`src/rtl/multicycle_pkg.sv`:
```
// ---------------------------------------------------------------------------
// multicycle_pkg
//   Shared types and constants for the multi-cycle CPU sequencer.
//   - state_t      : sequencer phases, including the two terminal states
//   - OP_*         : opcode field values (instr[15:13])
//   - BC_*         : branch condition field values (instr[12:10])
//   - FLAG_*       : bit positions inside the {N,Z,C,V} ALU flag vector
//   - dec_t        : per-instruction datapath mux selects
//   - decode_ctl() : maps opcode/function bits to the datapath selects
// ---------------------------------------------------------------------------
package multicycle_pkg;

    typedef enum logic [2:0] {
        FETCH  = 3'd0,
        DECODE = 3'd1,
        EXEC   = 3'd2,
        MEM    = 3'd3,
        WB     = 3'd4,
        HALT   = 3'd5,
        FAULT  = 3'd6
    } state_t;

    localparam logic [2:0] OP_ALU_R  = 3'b000;
    localparam logic [2:0] OP_ALU_I  = 3'b001;
    localparam logic [2:0] OP_LOAD   = 3'b010;
    localparam logic [2:0] OP_STORE  = 3'b011;
    localparam logic [2:0] OP_BRANCH = 3'b100;
    localparam logic [2:0] OP_NOP5   = 3'b101;
    localparam logic [2:0] OP_NOP6   = 3'b110;
    localparam logic [2:0] OP_HALT   = 3'b111;

    localparam logic [2:0] BC_ALWAYS = 3'b000;
    localparam logic [2:0] BC_EQ     = 3'b001;
    localparam logic [2:0] BC_NE     = 3'b010;
    localparam logic [2:0] BC_LT     = 3'b011;

    localparam int FLAG_N = 3;
    localparam int FLAG_Z = 2;
    localparam int FLAG_C = 1;
    localparam int FLAG_V = 0;

    // reg_src[1]: read Rd as second operand (STORE data source)
    // reg_src[0]: read the PC-relative base (BRANCH target)
    typedef struct packed {
        logic [1:0] reg_src;
        logic       alu_src;
        logic [1:0] alu_ctrl;
    } dec_t;

    // Only ALU-R carries its own ALU op; everything else adds.
    // Every non-R op that uses the ALU takes the 6-bit immediate.
    function automatic dec_t decode_ctl(input logic [2:0] op, input logic [1:0] fn);
        dec_t d;
        d = '0;
        case (op)
            OP_ALU_R:  d.alu_ctrl = fn;
            OP_ALU_I:  d.alu_src  = 1'b1;
            OP_LOAD:   d.alu_src  = 1'b1;
            OP_STORE:  begin d.alu_src = 1'b1; d.reg_src = 2'b10; end
            OP_BRANCH: begin d.alu_src = 1'b1; d.reg_src = 2'b01; end
            default:   d = '0;
        endcase
        return d;
    endfunction

endpackage

```
`src/rtl/branch_cond_eval.sv`:
```
// ---------------------------------------------------------------------------
// branch_cond_eval
//   Combinational branch decision from the condition field and ALU flags.
//   Ports:
//     cond  [2:0] in   branch condition (instr[12:10])
//     flags [3:0] in   {N,Z,C,V} from the ALU in the same cycle
//     taken       out  1 when the branch must redirect the PC
//   Conditions 1xx are reserved and never taken.
// ---------------------------------------------------------------------------
module branch_cond_eval
    import multicycle_pkg::*;
(
    input  logic [2:0] cond,
    input  logic [3:0] flags,
    output logic       taken
);

    // Carry is not consulted by any defined condition.
    logic unused_carry;
    assign unused_carry = flags[FLAG_C];

    always_comb begin
        taken = 1'b0;
        case (cond)
            BC_ALWAYS: taken = 1'b1;
            BC_EQ:     taken = flags[FLAG_Z];
            BC_NE:     taken = ~flags[FLAG_Z];
            BC_LT:     taken = flags[FLAG_N] ^ flags[FLAG_V];
            default:   taken = 1'b0;
        endcase
    end

endmodule

```
`src/rtl/multicycle_ctrl.sv`:
```
// ---------------------------------------------------------------------------
// multicycle_ctrl
//   Multi-cycle sequencer for the 8-bit CPU datapath. Each instruction walks
//   FETCH -> DECODE -> EXEC [-> MEM] [-> WB]; write enables are asserted only
//   in the phase that owns the corresponding state element.
//
//   Optional build macro: SINGLE_STEP_EN adds the 'step' input; FETCH then
//   waits for a step pulse and exactly one instruction runs per pulse.
//
//   Ports:
//     clk, reset        clock (rising edge), async active-high reset
//     step              (SINGLE_STEP_EN only) advance one instruction
//     instr[15:0]       IR contents; stable from DECODE to end of instruction
//     alu_flags[3:0]    {N,Z,C,V}, consulted in EXEC of a branch
//     mem_ready         data memory finishes the current access
//     ir_we, pc_we      IR / PC write enables
//     pc_src            0: PC+1, 1: branch target
//     reg_src, alu_src, alu_ctrl   datapath selects (valid DECODE..WB)
//     reg_we, mem_to_reg           register writeback controls
//     mem_re, mem_we               data memory requests (MEM phase only)
//     halted, fault                terminal status
//     retired[RET_W-1:0]           instructions completed since reset
// ---------------------------------------------------------------------------
module multicycle_ctrl
    import multicycle_pkg::*;
#(
    parameter int MEM_TIMEOUT = 15,
    parameter int RET_W       = 16
) (
    input  logic             clk,
    input  logic             reset,
`ifdef SINGLE_STEP_EN
    input  logic             step,
`endif
    input  logic [15:0]      instr,
    input  logic [3:0]       alu_flags,
    input  logic             mem_ready,
    output logic             ir_we,
    output logic             pc_we,
    output logic             pc_src,
    output logic [1:0]       reg_src,
    output logic             alu_src,
    output logic [1:0]       alu_ctrl,
    output logic             reg_we,
    output logic             mem_re,
    output logic             mem_we,
    output logic             mem_to_reg,
    output logic             halted,
    output logic             fault,
    output logic [RET_W-1:0] retired
);

    // Value of the stall counter on the last MEM cycle that may still
    // complete; a stall in that cycle is the timeout.
    localparam logic [7:0] WAIT_LAST = 8'(MEM_TIMEOUT - 1);

    state_t           state, state_nx;
    logic [7:0]       wait_cnt;
    logic [RET_W-1:0] ret_cnt;
    logic             retire;
    logic             taken;
    logic             go;
    logic [2:0]       op;
    dec_t             dec;

    assign op  = instr[15:13];
    assign dec = decode_ctl(op, instr[1:0]);

    // Operand/immediate fields belong to the datapath, not the sequencer.
    logic unused_fields;
    assign unused_fields = ^instr[9:2];

    branch_cond_eval u_bce (
        .cond  (instr[12:10]),
        .flags (alu_flags),
        .taken (taken)
    );

`ifdef SINGLE_STEP_EN
    // Edge-detect step so a held level runs only one instruction; a pulse
    // that lands mid-instruction is remembered and consumed by the next FETCH.
    logic step_q, step_pend, step_rise;
    assign step_rise = step & ~step_q;
    assign go        = step_rise | step_pend;

    always_ff @(posedge clk or posedge reset) begin
        if (reset) begin
            step_q    <= 1'b0;
            step_pend <= 1'b0;
        end else begin
            step_q <= step;
            if (state == FETCH && go)
                step_pend <= 1'b0;
            else if (step_rise)
                step_pend <= 1'b1;
        end
    end
`else
    assign go = 1'b1;
`endif

    // -----------------------------------------------------------------------
    // Next state and per-phase outputs
    // -----------------------------------------------------------------------
    always_comb begin
        state_nx   = state;
        ir_we      = 1'b0;
        pc_we      = 1'b0;
        pc_src     = 1'b0;
        reg_src    = 2'b00;
        alu_src    = 1'b0;
        alu_ctrl   = 2'b00;
        reg_we     = 1'b0;
        mem_re     = 1'b0;
        mem_we     = 1'b0;
        mem_to_reg = 1'b0;
        retire     = 1'b0;

        // Datapath selects follow the IR for the whole body of the instruction.
        if (state == DECODE || state == EXEC || state == MEM || state == WB) begin
            reg_src  = dec.reg_src;
            alu_src  = dec.alu_src;
            alu_ctrl = dec.alu_ctrl;
        end

        case (state)
            FETCH: begin
                if (go) begin
                    ir_we    = 1'b1;
                    pc_we    = 1'b1;
                    state_nx = DECODE;
                end
            end

            DECODE: begin
                if (op == OP_HALT) begin
                    state_nx = HALT;
                    retire   = 1'b1;
                end else begin
                    state_nx = EXEC;
                end
            end

            EXEC: begin
                case (op)
                    OP_ALU_R, OP_ALU_I: state_nx = WB;
                    OP_LOAD, OP_STORE:  state_nx = MEM;
                    OP_BRANCH: begin
                        pc_we    = taken;
                        pc_src   = taken;
                        state_nx = FETCH;
                        retire   = 1'b1;
                    end
                    default: begin
                        state_nx = FETCH;
                        retire   = 1'b1;
                    end
                endcase
            end

            MEM: begin
                if (op == OP_LOAD) mem_re = 1'b1;
                else               mem_we = 1'b1;
                // Completion beats timeout when both land in the same cycle.
                if (mem_ready) begin
                    if (op == OP_LOAD) begin
                        state_nx = WB;
                    end else begin
                        state_nx = FETCH;
                        retire   = 1'b1;
                    end
                end else if (wait_cnt == WAIT_LAST) begin
                    state_nx = FAULT;
                end
            end

            WB: begin
                reg_we     = 1'b1;
                mem_to_reg = (op == OP_LOAD);
                state_nx   = FETCH;
                retire     = 1'b1;
            end

            HALT, FAULT: state_nx = state;

            default: state_nx = FETCH;
        endcase

        // Reset forces state to FETCH asynchronously; keep FETCH's own
        // enables quiet too so nothing is written while reset is held.
        if (reset) begin
            ir_we  = 1'b0;
            pc_we  = 1'b0;
            pc_src = 1'b0;
            reg_we = 1'b0;
            mem_re = 1'b0;
            mem_we = 1'b0;
        end
    end

    assign halted  = (state == HALT) || (state == FAULT);
    assign fault   = (state == FAULT);
    assign retired = ret_cnt;

    // -----------------------------------------------------------------------
    // State, stall counter, retired counter
    // -----------------------------------------------------------------------
    always_ff @(posedge clk or posedge reset) begin
        if (reset) begin
            state    <= FETCH;
            wait_cnt <= '0;
            ret_cnt  <= '0;
        end else begin
            state <= state_nx;
            // Counts consecutive stalled MEM cycles; cleared everywhere else
            // so each access starts from zero.
            if (state == MEM && !mem_ready)
                wait_cnt <= wait_cnt + 8'd1;
            else
                wait_cnt <= '0;
            if (retire)
                ret_cnt <= ret_cnt + RET_W'(1);
        end
    end

endmodule

```
`config.mk`:
```
export PLATFORM = sky130hd
export DESIGN_NAME = multicycle_ctrl
export DESIGN_NICKNAME = d
export VERILOG_FILES = /design/src/rtl/multicycle_pkg.sv /design/src/rtl/branch_cond_eval.sv /design/src/rtl/multicycle_ctrl.sv
export SDC_FILE = /design/constraint.sdc
export NUM_CORES = 1
export LEC_CHECK = 0
export ABC_CLOCK_PERIOD_IN_PS = 3700
export CAP_MARGIN = 20
export CORE_ASPECT_RATIO = 1.5
export CORE_MARGIN = 2
export CORE_UTILIZATION = 42
export CTS_BUF_LIST = sky130_fd_sc_hd__clkbuf_8
export DETAILED_ROUTE_END_ITERATION = 8
export PLACE_DENSITY = 0.73
export SETUP_SLACK_MARGIN = 0.5
export SYNTH_ARGS = -nofsm -noshare
export SYNTH_HDL_FRONTEND = slang
export SYNTH_HIERARCHICAL = 1
export SYNTH_SLANG_ARGS = --single-unit
```
`constraint.sdc`:
```
create_clock -name clk -period 3.7 [get_ports clk]
set_input_delay 0.74 -clock clk [delete_from_list [all_inputs] [get_ports clk]]
set_output_delay 0.74 -clock clk [all_outputs]
set_load 0.005 [all_outputs]
```
# == Word-level counts from Yosys, hierarchy flattened ==
# Index checks and enable logic that the tools add are counted.
# totals
elab_cells,73
in_bits,23
register_bits,27
out_inout_bits,30
# classes
bitwise_logic,3
n_eq_ne,16
addsub,2
reduce_logical,15
mux,34
# ops
operator,count
$mux 1,20
$eq 3x2->1 const B,6
$add 16x1->16 const B,1
$eq 3x3->1 const B,5
$pmux 3 s5,1
$mux 3,4
$eq 3x1->1 const B,3
$logic_not 3->1,3
$add 8x1->8 const B,1
$eq 8x4->1 const B,1
$mux 8,1
$pmux 1 s4,2
$reduce_or 4->1,2
$mux 2,3
$pmux 3 s2,1
$reduce_or 2->1,3
$logic_or 1x1->1,4
$pmux 2 s2,1
$ne 3x3->1 const B,1
$not 1->1,2
$pmux 1 s2,1
$reduce_and 2->1,1
$logic_and 1x1->1,1
$logic_not 1->1,1
$xor 1x1->1,1

# == Longest topological paths before layout ==
# Gate-level depths: netlist (run 1).
# logic_depth
depth_word,5
depth_mapped,6

# == Cells and area by module ==
# The synthesis (run 1) kept the hierarchy.
# by_module_without_submodules
mod,cells_per_inst,area_per_inst_um2,n_inst,seq_area_each_um2
multicycle_ctrl,165,1647.8,1,675.6
branch_cond_eval,4,40.0,1,0.0

# == Worst setup path after synthesis (run 1) ==
# Ideal clock, no wire load.
# synth_path
path_kind,input to output
startpoint,input reset
endpoint,output mem_we
arrival_ps,1599
path_buffers,0
cell_stages,2
path_slack_ps,1361
path_cell_list,inv_1 -> and3_1
# synth_via
elab_chain_len,1
# synth_lines
element,line_no,rtl
start: declaration,multicycle_ctrl.sv:31,"input logic reset,"
$mux 1,multicycle_ctrl.sv:191,if (reset) begin
end: declaration,multicycle_ctrl.sv:46,"output logic mem_we,"
# Every way passes these cells.

# == Final worst setup path (run 1) ==
# layout_path
startpoint,input instr[14]
endpoint,output mem_re
# layout_via
elab_chain_len,4
# layout_lines
element,line_no,rtl
start: declaration,multicycle_ctrl.sv:35,"input logic [15:0] instr,"
$eq 3x2->1,multicycle_ctrl.sv:162,if (op == OP_LOAD) mem_re = 1'b1;
$mux 1,multicycle_ctrl.sv:162,
$mux 1,multicycle_ctrl.sv:126,case (state)
$mux 1,multicycle_ctrl.sv:191,
end: declaration,multicycle_ctrl.sv:45,"output logic mem_re,"
# Every way passes these cells.

==> results of run 1 <==
## registers in the layout, summed over array words and instances, names as in the netlist
register and count:
state 3, wait_cnt 8, retired 16
## per-layer routing
| metal | share of wire [%] | track usage, % |
|---|---|---|
| met5 | 0 | 0 |
| met4 | 1.0 | 5.854 |
| met3 | 6.7 | 2.520 |
| met2 | 50 | 28.33 |
| met1 | 43 | 20.30 |
## worst max-delay path by stage
stage	depth (start not counted)	startpoint	slack, ps	endpoint
floorplan	2	reset	1360	mem_we
CTS	4	instr[13]	480	mem_re
finish	4	instr[14]	640	mem_re
global route	6	instr[14]	540	alu_ctrl[1]
detailed placement	4	instr[13]	420	mem_re
global placement	4	instr[13]	440	mem_re
## Yosys cell counts, types with 2 or more instances
cell / instances
a2111oi_4: 3
a211oi_2: 3
a21oi_1: 9
and2_1: 2
and3_1: 6
and4_1: 2
buf_4: 2
clkbuf_1: 3
dfrtp_1: 27
ha_1: 3
inv_1: 6
nand2_1: 14
nand2b_1: 2
nand3_1: 7
nand4_1: 3
nor2_1: 14
nor2b_1: 3
nor3_1: 4
nor3b_1: 2
nor4_1: 2
o21a_1: 2
o21ai_0: 2
o22ai_1: 2
or4bb_1: 2
xnor2_1: 5
xor2_1: 20
## stage by stage
stage               cell area, sq um  setup WS (ps)  power [mW]  hold WS, ps  cells
floorplan                       1688           1361      0.8929        464.7    169
global placement                2151          439.0       1.156        459.1    252
detailed placement              2151          422.3       1.162        473.2    252
CTS                             2200          477.7       1.333        486.0    256
global route                    2217          539.8       1.425        497.5    256
finish                          2217          645.0       1.322        480.8    256
## power by group
part / switching, mW / total, mW / internal [mW]
logic: 0.296 / 0.633 / 0.337
registers: 0.139 / 0.524 / 0.385
clock network: 0.0906 / 0.165 / 0.0745
total: 0.525 / 1.32 / 0.797
## cell type report
cell class | instances | area (sq um)
clock buffer | 3 | 41.29
clock inverter | 1 | 3.754
fill | 367 | 1672
inverter | 6 | 22.52
multi-input combinational | 128 | 964.7
sequential | 27 | 675.6
tap | 45 | 56.30
timing repair buffer | 46 | 452.9
## logic make-up after synthesis
logic type | count (synthesis) | synth area share [%]
adder cells (fa/ha/maj) | 3 | 2.224
AO/OA/AOI/OAI | 29 | 16.98
flip-flops | 27 | 40.03
XOR/XNOR | 25 | 12.97
multiplexers | 2 | 1.334
AND/OR/NAND/NOR | 69 | 22.39
buffers and inverters | 14 | 4.076
## worst max-delay path, stage by stage
cell and delay (ps):
clkdlybuf4s50_1 480, or3b_4 420, nor4_2 150, clkdlybuf4s50_1 540
==> impl_metrics.py, run 1 <==
metrics = {
    "floorplan": {
        "io_pins": 53,
        "die_area_sq_um": 4552,
        "core_sq_um": 3889,
        "die_height_um": 81.64,
        "start_util_pct": 43.40,
        "die_x_um": 55.76,
        "rows": 28,
    },
    "critical_path": {
        "cp.required_ps": 2960,
        "cp-start-kind": "primary input",
        "rr_startpoint": "state[1]",
        "path_max_fanout": 5,
        "critPathArrivalTime_ps": 2320,
        "timing.rr.end": "state[1]",
        "critical_path_class": "primary input to primary output",
        "end_kind": "primary output",
        "r2r_setup_slack_ps": 1650,
        "r2r_cells": 4,
    },
    "clocking": {
        "clk_pin_slew_ps": 90,
        "cts_inserted_buffers": 3,
        "clock_latency_ps": 270,
        "post_cts_buffers": 0,
        "htree_levels": 1,
        "clk_path_buf_depth": 2,
        "cts_root_buffer": "clkbuf_8",
        "cts-resized-gates": 3,
        "postCtsHoldBufs": 0,
        "cts.sink_count": 27,
        "cts_tree": "built",
    },
    "yosys": {
        "syn_nets": 195,
        "yosys.area.top_type": "dfrtp_1",
        "synth_area_sq_um": 1688,
        "ys_types": 45,
        "postSynthAreaPerCell_sq_um": 9.987,
        "ys_seq_area_share_pct": 40.03,
        "ys.flop_type": "dfrtp_1",
        "synth_top_area_share_pct": 40.03,
        "ys_warn_count": 6,
        "yosys-top-cells-area": "dfrtp_1 40%, xor2_1 10%, a2111oi_4 4.9%",
        "synth_edf_count": 0,
        "ys_ff_latch": 27,
        "synth_cells": 169,
        "synthArstFlopShare_pct": 100.0,
    },
    "cells_and_area": {
        "final_cell_mix": "40 x clkdlybuf4s50_1, 27 x dfrtp_1, 20 x xor2_1",
        "fin_nets": 238,
        "drive_gt1_share_pct": 9.953,
        "final_core_util_pct": 57.01,
        "antenna_cells": 0,
        "final_common_cell": "clkdlybuf4s50_1",
        "area_growth_syn_to_layout_pct": 31.36,
    },
    "sta": {
        "clock.fmax_ghz": 0.3273,
        "maxSlewHeadroom_pct": 68.69,
        "post-route-period-util_pct": 82.57,
        "finalHoldViolations": 0,
        "final-setup-viol-count": 0,
        "rsz0062_at_grt": "no",
        "worst_pin_slew_ps": 468.4,
        "drv_slew": 0,
        "period_needed_ps": 3055,
        "worst_clock_skew_ps": 1.833,
        "final.setup.tns_ps": 0,
    },
    "power": {
        "vdd_drop_max_v": 0.0003841,
        "p_leak_nw": 0.8712,
        "power_density_nw_per_um2": 596.1,
    },
    "grt": {
        "grtUsageTotal_pct": 16.21,
        "grt_antenna_before_repair": 0,
        "first_global_vias": 1253,
        "grt_overflow": 0,
        "grt_max_degree": 28,
        "grt_pass1_wl_mm": 5.940,
    },
    "drt": {
        "wl_per_cell_um": 13.70,
        "drtIter0Drc": 20,
        "routed_wl_mm": 3.508,
        "drc_errors": 0,
        "vias": 1381,
        "firstDrtPassIters": 4,
        "viasPerCell": 5.395,
        "ant_nets": 0,
    },
    "min_path": {
        "hold_depth": 1,
        "hold_class": "register to register",
        "hold_start": "retired[15]",
        "min_to": "retired[15]",
    },
    "status": {
        "status": "finished, final reports clean",
    },
    "placed_design": {
        "dp_hpwl_mm": 2.577,
        "portBuffers": 43,
        "finalWeightedCongestion": 0.7404,
    },
    "flow_run": {
        "maxCapViolations": 0,
    },
}
No activity file was read; power rests on OpenSTA's default activity.
==> run 2, diff against run 1 <==
ABC_CLOCK_PERIOD_IN_PS = 2700   (was 3700)
PLACE_DENSITY = 0.76   (was 0.73)
clock period = 2.7 ns   (was 3.7 ns; I/O delays follow)
==> run 2 against run 1 <==
Net effect: cell count up 6.6%; critical path type unchanged; cell area increased by 7.8%; non-clock buffer count grew 17; critical endpoint is now pc_src; die area unchanged; first-iteration DRC count up 15%; sequential power grew 30%.
==> impl_metrics.py, run 2 (synthesis gave the netlist of run 1 again) <==
metrics = {
    "status": {
        "status": "finished, final reports clean",
    },
    "flow_run": {
        "maxCapViolations": 0,
    },
    "drt": {
        "firstDrtPassIters": 2,
        "top_layer_used": "met4",
        "wl_per_cell_um": 14.12,
        "drtIter0Drc": 23,
        "met1Wirelength_mm": 1.643,
        "met2WireLength_mm": 1.982,
        "ant_nets": 0,
        "routed_wl_mm": 3.856,
        "met3_length_um": 196,
        "viasPerCell": 5.267,
        "vias": 1438,
        "drc_errors": 0,
    },
    "critical_path": {
        "critPathArrivalTime_ps": 1620,
        "timing.rr.end": "retired[15]",
        "path_max_fanout": 2,
        "critical_path_class": "primary input to primary output",
        "r2r_setup_slack_ps": 770,
        "cp.required_ps": 2160,
        "cp-start-kind": "primary input",
        "r2r_cells": 5,
        "rr_startpoint": "state[0]",
        "end_kind": "primary output",
    },
    "placed_design": {
        "finalWeightedCongestion": 0.7181,
        "place_ws_ps": -134.3,
        "placed_area_sq_um": 2216,
        "portBuffers": 43,
        "dp_hpwl_mm": 2.678,
    },
    "cells_and_area": {
        "final_cell_mix": "24 x dfrtp_1, 21 x clkdlybuf4s50_1, 19 x xor2_1",
        "fin_nets": 255,
        "drive_gt1_share_pct": 27.19,
        "design_area_sq_um": 2391,
        "final_common_cell": "dfrtp_1",
        "largest_reg_flops": 16,
        "fillCellCount": 334,
        "antenna_cells": 0,
        "area_growth_syn_to_layout_pct": 41.66,
    },
    "power": {
        "p_total_mw": 1.978,
        "p_leak_nw": 1.016,
        "vdd_drop_max_v": 0.0006752,
        "power_density_nw_per_um2": 827.4,
    },
    "min_path": {
        "hold_class": "register to register",
        "hold_depth": 1,
        "min_to": "retired[15]",
        "hold_start": "retired[15]",
    },
    "sta": {
        "maxSlewHeadroom_pct": 67.42,
        "rsz0062_at_grt": "no",
        "hold_ws_ps": 481.3,
        "setup_slack_ps": 540.1,
        "worst_clock_skew_ps": 3.171,
        "worst_pin_slew_ps": 487.4,
        "clock.fmax_ghz": 0.4630,
        "drv_slew": 0,
        "final-setup-viol-count": 0,
        "period_needed_ps": 2160,
        "post-route-period-util_pct": 79.99,
        "finalHoldViolations": 0,
    },
    "grt": {
        "grt_antenna_before_repair": 0,
        "grt_overflow": 0,
        "grt_max_degree": 28,
        "grt_pass1_wl_mm": 6.396,
        "grtUsageTotal_pct": 17.06,
        "first_global_vias": 1398,
    },
    "floorplan": {
        "die_area_sq_um": 4552,
        "die_height_um": 81.64,
        "core_sq_um": 3889,
        "io_pins": 53,
        "die_x_um": 55.76,
        "start_util_pct": 43.40,
        "rows": 28,
    },
    "clocking": {
        "clock_latency_ps": 260,
        "postCtsHoldBufs": 0,
        "cts_tree": "built",
        "clk_pin_slew_ps": 90,
        "cts.sink_count": 27,
        "cts_inserted_buffers": 3,
        "htree_levels": 1,
        "clk_path_buf_depth": 2,
        "cts_root_buffer": "clkbuf_8",
    },
}
run 2: power by group:
group	internal, mW	switching, mW
Combinational	0.567	0.507
Sequential	0.533	0.151
Clock	0.102	0.120
run 2: cell type report:
class,instances,area (sq um),share of cell area (%)
sequential,27,679.4,28.41
timing repair buffer,63,555.5,23.23
clock buffer,3,41.29,1.727
clock inverter,1,3.754,0.1570
multi-input combinational,128,1032,43.17
inverter,6,22.52,0.9419
tap,45,56.30,2.355
run 2: what timing repair did:
action / CTS / global route
setup endpoints to repair: 16 / 11
pin swaps: 3 / 8
resized for setup: 45 / 28
setup buffers: 3 / 7
run 2: layer usage:
metal / track usage [%] / vias to the layer above
li1: - / 713
met1: 20.93 / 678
met2: 31.55 / 43
met3: 2.047 / 4
met4: 4.634 / 0
met5: 0 / -
run 2: worst max path at each step:
| stage | from | to | slack, ps |
|---|---|---|---|
| 2_1_floorplan | reset | mem_we | 760 |
| 3_3_place_gp | alu_flags[2] | pc_src | -120 |
| 3_5_place_dp | alu_flags[2] | pc_src | -130 |
| 4_1_cts | state[1] | alu_ctrl[0] | 390 |
| 5_1_grt | instr[11] | pc_src | 510 |
| 6_report | instr[11] | pc_src | 540 |
run 2: metrics by stage:
stage	TNS, ps	util (%)	cells
2_1_floorplan	0	-	169
3_3_place_gp	-281.8	56.98	259
3_5_place_dp	-329.7	56.98	259
4_1_cts	0	58.94	266
5_1_grt	0	61.49	273
6_report	0	61.49	273
run 2: worst max-delay path: stages:
cell and delay, ps:
clkdlybuf4s15_1 180, mux2_4 260, o22ai_2 170, and3_4 210, and3_4 180, buf_6 90
==> run 3, diff against run 2 <==
ABC_CLOCK_PERIOD_IN_PS = 2000   (was 2700)
PLACE_DENSITY = 0.73   (was 0.76)
clock period = 2 ns   (was 2.7 ns; I/O delays follow)
==> run 3 against run 2 <==
Net effect: cell count rose by 22%; setup slack worse by 480 ps; hold slack better by 74 ps; clock-buffer cell count unchanged; die area unchanged; register-to-register slack worse by 710 ps; highest routed layer unchanged.
==> impl_metrics.py, run 3 (synthesis gave the netlist of run 1 again) <==
metrics = {
    "sta": {
        "period_needed_ps": 1938,
        "maxSlewHeadroom_pct": 71.68,
        "worst_pin_slew_ps": 423.6,
        "final-setup-viol-count": 0,
        "rsz0062_at_grt": "yes",
        "finalHoldViolations": 0,
        "final.setup.tns_ps": 0,
        "clock.fmax_ghz": 0.5160,
        "post-route-period-util_pct": 96.90,
        "drv_slew": 0,
        "worst_clock_skew_ps": 6.576,
        "setup_slack_ps": 61.95,
    },
    "drt": {
        "ant_nets": 0,
        "firstDrtPassIters": 4,
        "routed_wl_mm": 6.112,
        "drtIter0Drc": 29,
        "vias": 1825,
        "drc_errors": 0,
        "viasPerCell": 5.497,
        "wl_per_cell_um": 18.41,
    },
    "power": {
        "p_comb_share_pct": 67.6,
        "p_leak_nw": 1.326,
        "p_clk_share_pct": 8.4,
        "power_density_nw_per_um2": 1213,
        "internal_power_mw": 2.202,
        "p_switching_mw": 1.464,
        "sequentialPowerShare_pct": 24.0,
        "swShare_pct": 39.94,
        "vdd_drop_max_v": 0.0008943,
    },
    "grt": {
        "grt_overflow": 0,
        "grt_max_degree": 28,
        "first_global_vias": 1771,
        "grt_pass1_wl_mm": 8.721,
        "grtUsageTotal_pct": 24.67,
        "grt_antenna_before_repair": 0,
    },
    "clocking": {
        "postCtsHoldBufs": 0,
        "cts.sink_count": 27,
        "cts_inserted_buffers": 3,
        "cts_tree": "built",
        "cts_root_buffer": "clkbuf_8",
        "htree_levels": 1,
        "clock_latency_ps": 270,
        "clk_pin_slew_ps": 90,
        "clk_path_buf_depth": 2,
    },
    "min_path": {
        "hold_class": "register to register",
    },
    "critical_path": {
        "critical_path_class": "register to primary output",
        "rr_startpoint": "state[0]",
        "timing.rr.end": "retired[11]",
        "critPathArrivalTime_ps": 1540,
        "critPathSlowestCell": "dfrtp_2",
        "slowest_delay_ps": 460,
        "r2r_setup_slack_ps": 60,
        "r2r_cells": 7,
        "cp-start-kind": "register",
        "path_common_cell": "buf_6",
        "cp-startpoint": "state[1]",
        "cpLargestDelayFamily": "buffers and inverters",
        "cp_num_buf_inv": 4,
        "path_max_fanout": 4,
        "cp_num_cells": 6,
        "crit_path_end": "halted",
        "cp.required_ps": 1600,
        "end_kind": "primary output",
        "path_cells": "buf_6 > buf_6 > buf_6 > nor2b_4 > o21a_1 > buf_2",
    },
    "floorplan": {
        "rows": 28,
        "start_util_pct": 43.40,
        "die_area_sq_um": 4552,
        "die_x_um": 55.76,
        "core_sq_um": 3889,
        "io_pins": 53,
        "die_height_um": 81.64,
    },
    "placed_design": {
        "dp_hpwl_mm": 3.004,
        "place_ws_ps": -547.2,
        "placed_cells": 271,
        "placed_area_sq_um": 2341,
        "portBuffers": 43,
        "finalWeightedCongestion": 0.7968,
    },
    "cells_and_area": {
        "drive_gt1_share_pct": 53.66,
        "fin_nets": 314,
        "final_common_cell": "buf_4",
        "layout.cells.non_filler": 332,
        "design_area_sq_um": 3023,
        "fillCellCount": 228,
        "antenna_cells": 0,
        "largest_reg_flops": 16,
        "area_growth_syn_to_layout_pct": 79.10,
        "final_cell_mix": "60 x buf_4, 24 x dfrtp_1, 19 x xor2_1",
    },
    "flow_run": {
        "maxCapViolations": 0,
    },
    "status": {
        "status": "finished, final reports clean",
    },
}
-- run 3: repair_timing --
item,in CTS,in global routing
setup endpoints to repair,57,42
cloned,1,0
resized for setup,132,34
pin swaps,32,20
buffers inserted,45,11
-- run 3: layer usage --
layer	GRT usage (%)	routed length, um
met1	27.34	2211
met2	45.95	3278
met3	3.465	302
met4	12.44	319
met5	0	0
-- run 3: worst min-delay path by stage --
stage,from,end,cells after the start
after global placement,retired[15],retired[15],1
final,wait_cnt[0],wait_cnt[0],1
after detailed placement,retired[15],retired[15],1
after global routing,wait_cnt[0],wait_cnt[0],1
after floorplan,reset,retired[0],1
after CTS,retired[15],retired[15],1
-- run 3: through the flow --
step | util (%) | total power [mW] | hold slack [ps]
after floorplan | - | 1.721 | 299.5
after global placement | 60.20 | 2.326 | 463.2
after detailed placement | 60.20 | 2.381 | 465.7
after CTS | 71.53 | 3.320 | 479.3
after global routing | 77.73 | 3.880 | 564.1
final | 77.73 | 3.666 | 555.4
-- run 3: power groups by stage --
stage | clock, mW | combinational, mW | sequential [mW]
floorplan | 0 | 0.823 | 0.898
global placement | 0 | 1.37 | 0.953
detailed placement | 0 | 1.41 | 0.972
CTS | 0.311 | 2.15 | 0.863
global route | 0.341 | 2.63 | 0.905
finish | 0.309 | 2.48 | 0.878
-- run 3: layout make-up --
cell class / instances / area [sq um] / area share, %
Sequential cell: 27 / 679.4 / 22.48
Timing Repair Buffer: 121 / 1015 / 33.57
Tap cell: 45 / 56.30 / 1.863
Inverter: 6 / 28.78 / 0.9520
Clock buffer: 3 / 41.29 / 1.366
Multi-Input combinational cell: 129 / 1197 / 39.61
Clock inverter: 1 / 5.005 / 0.1656
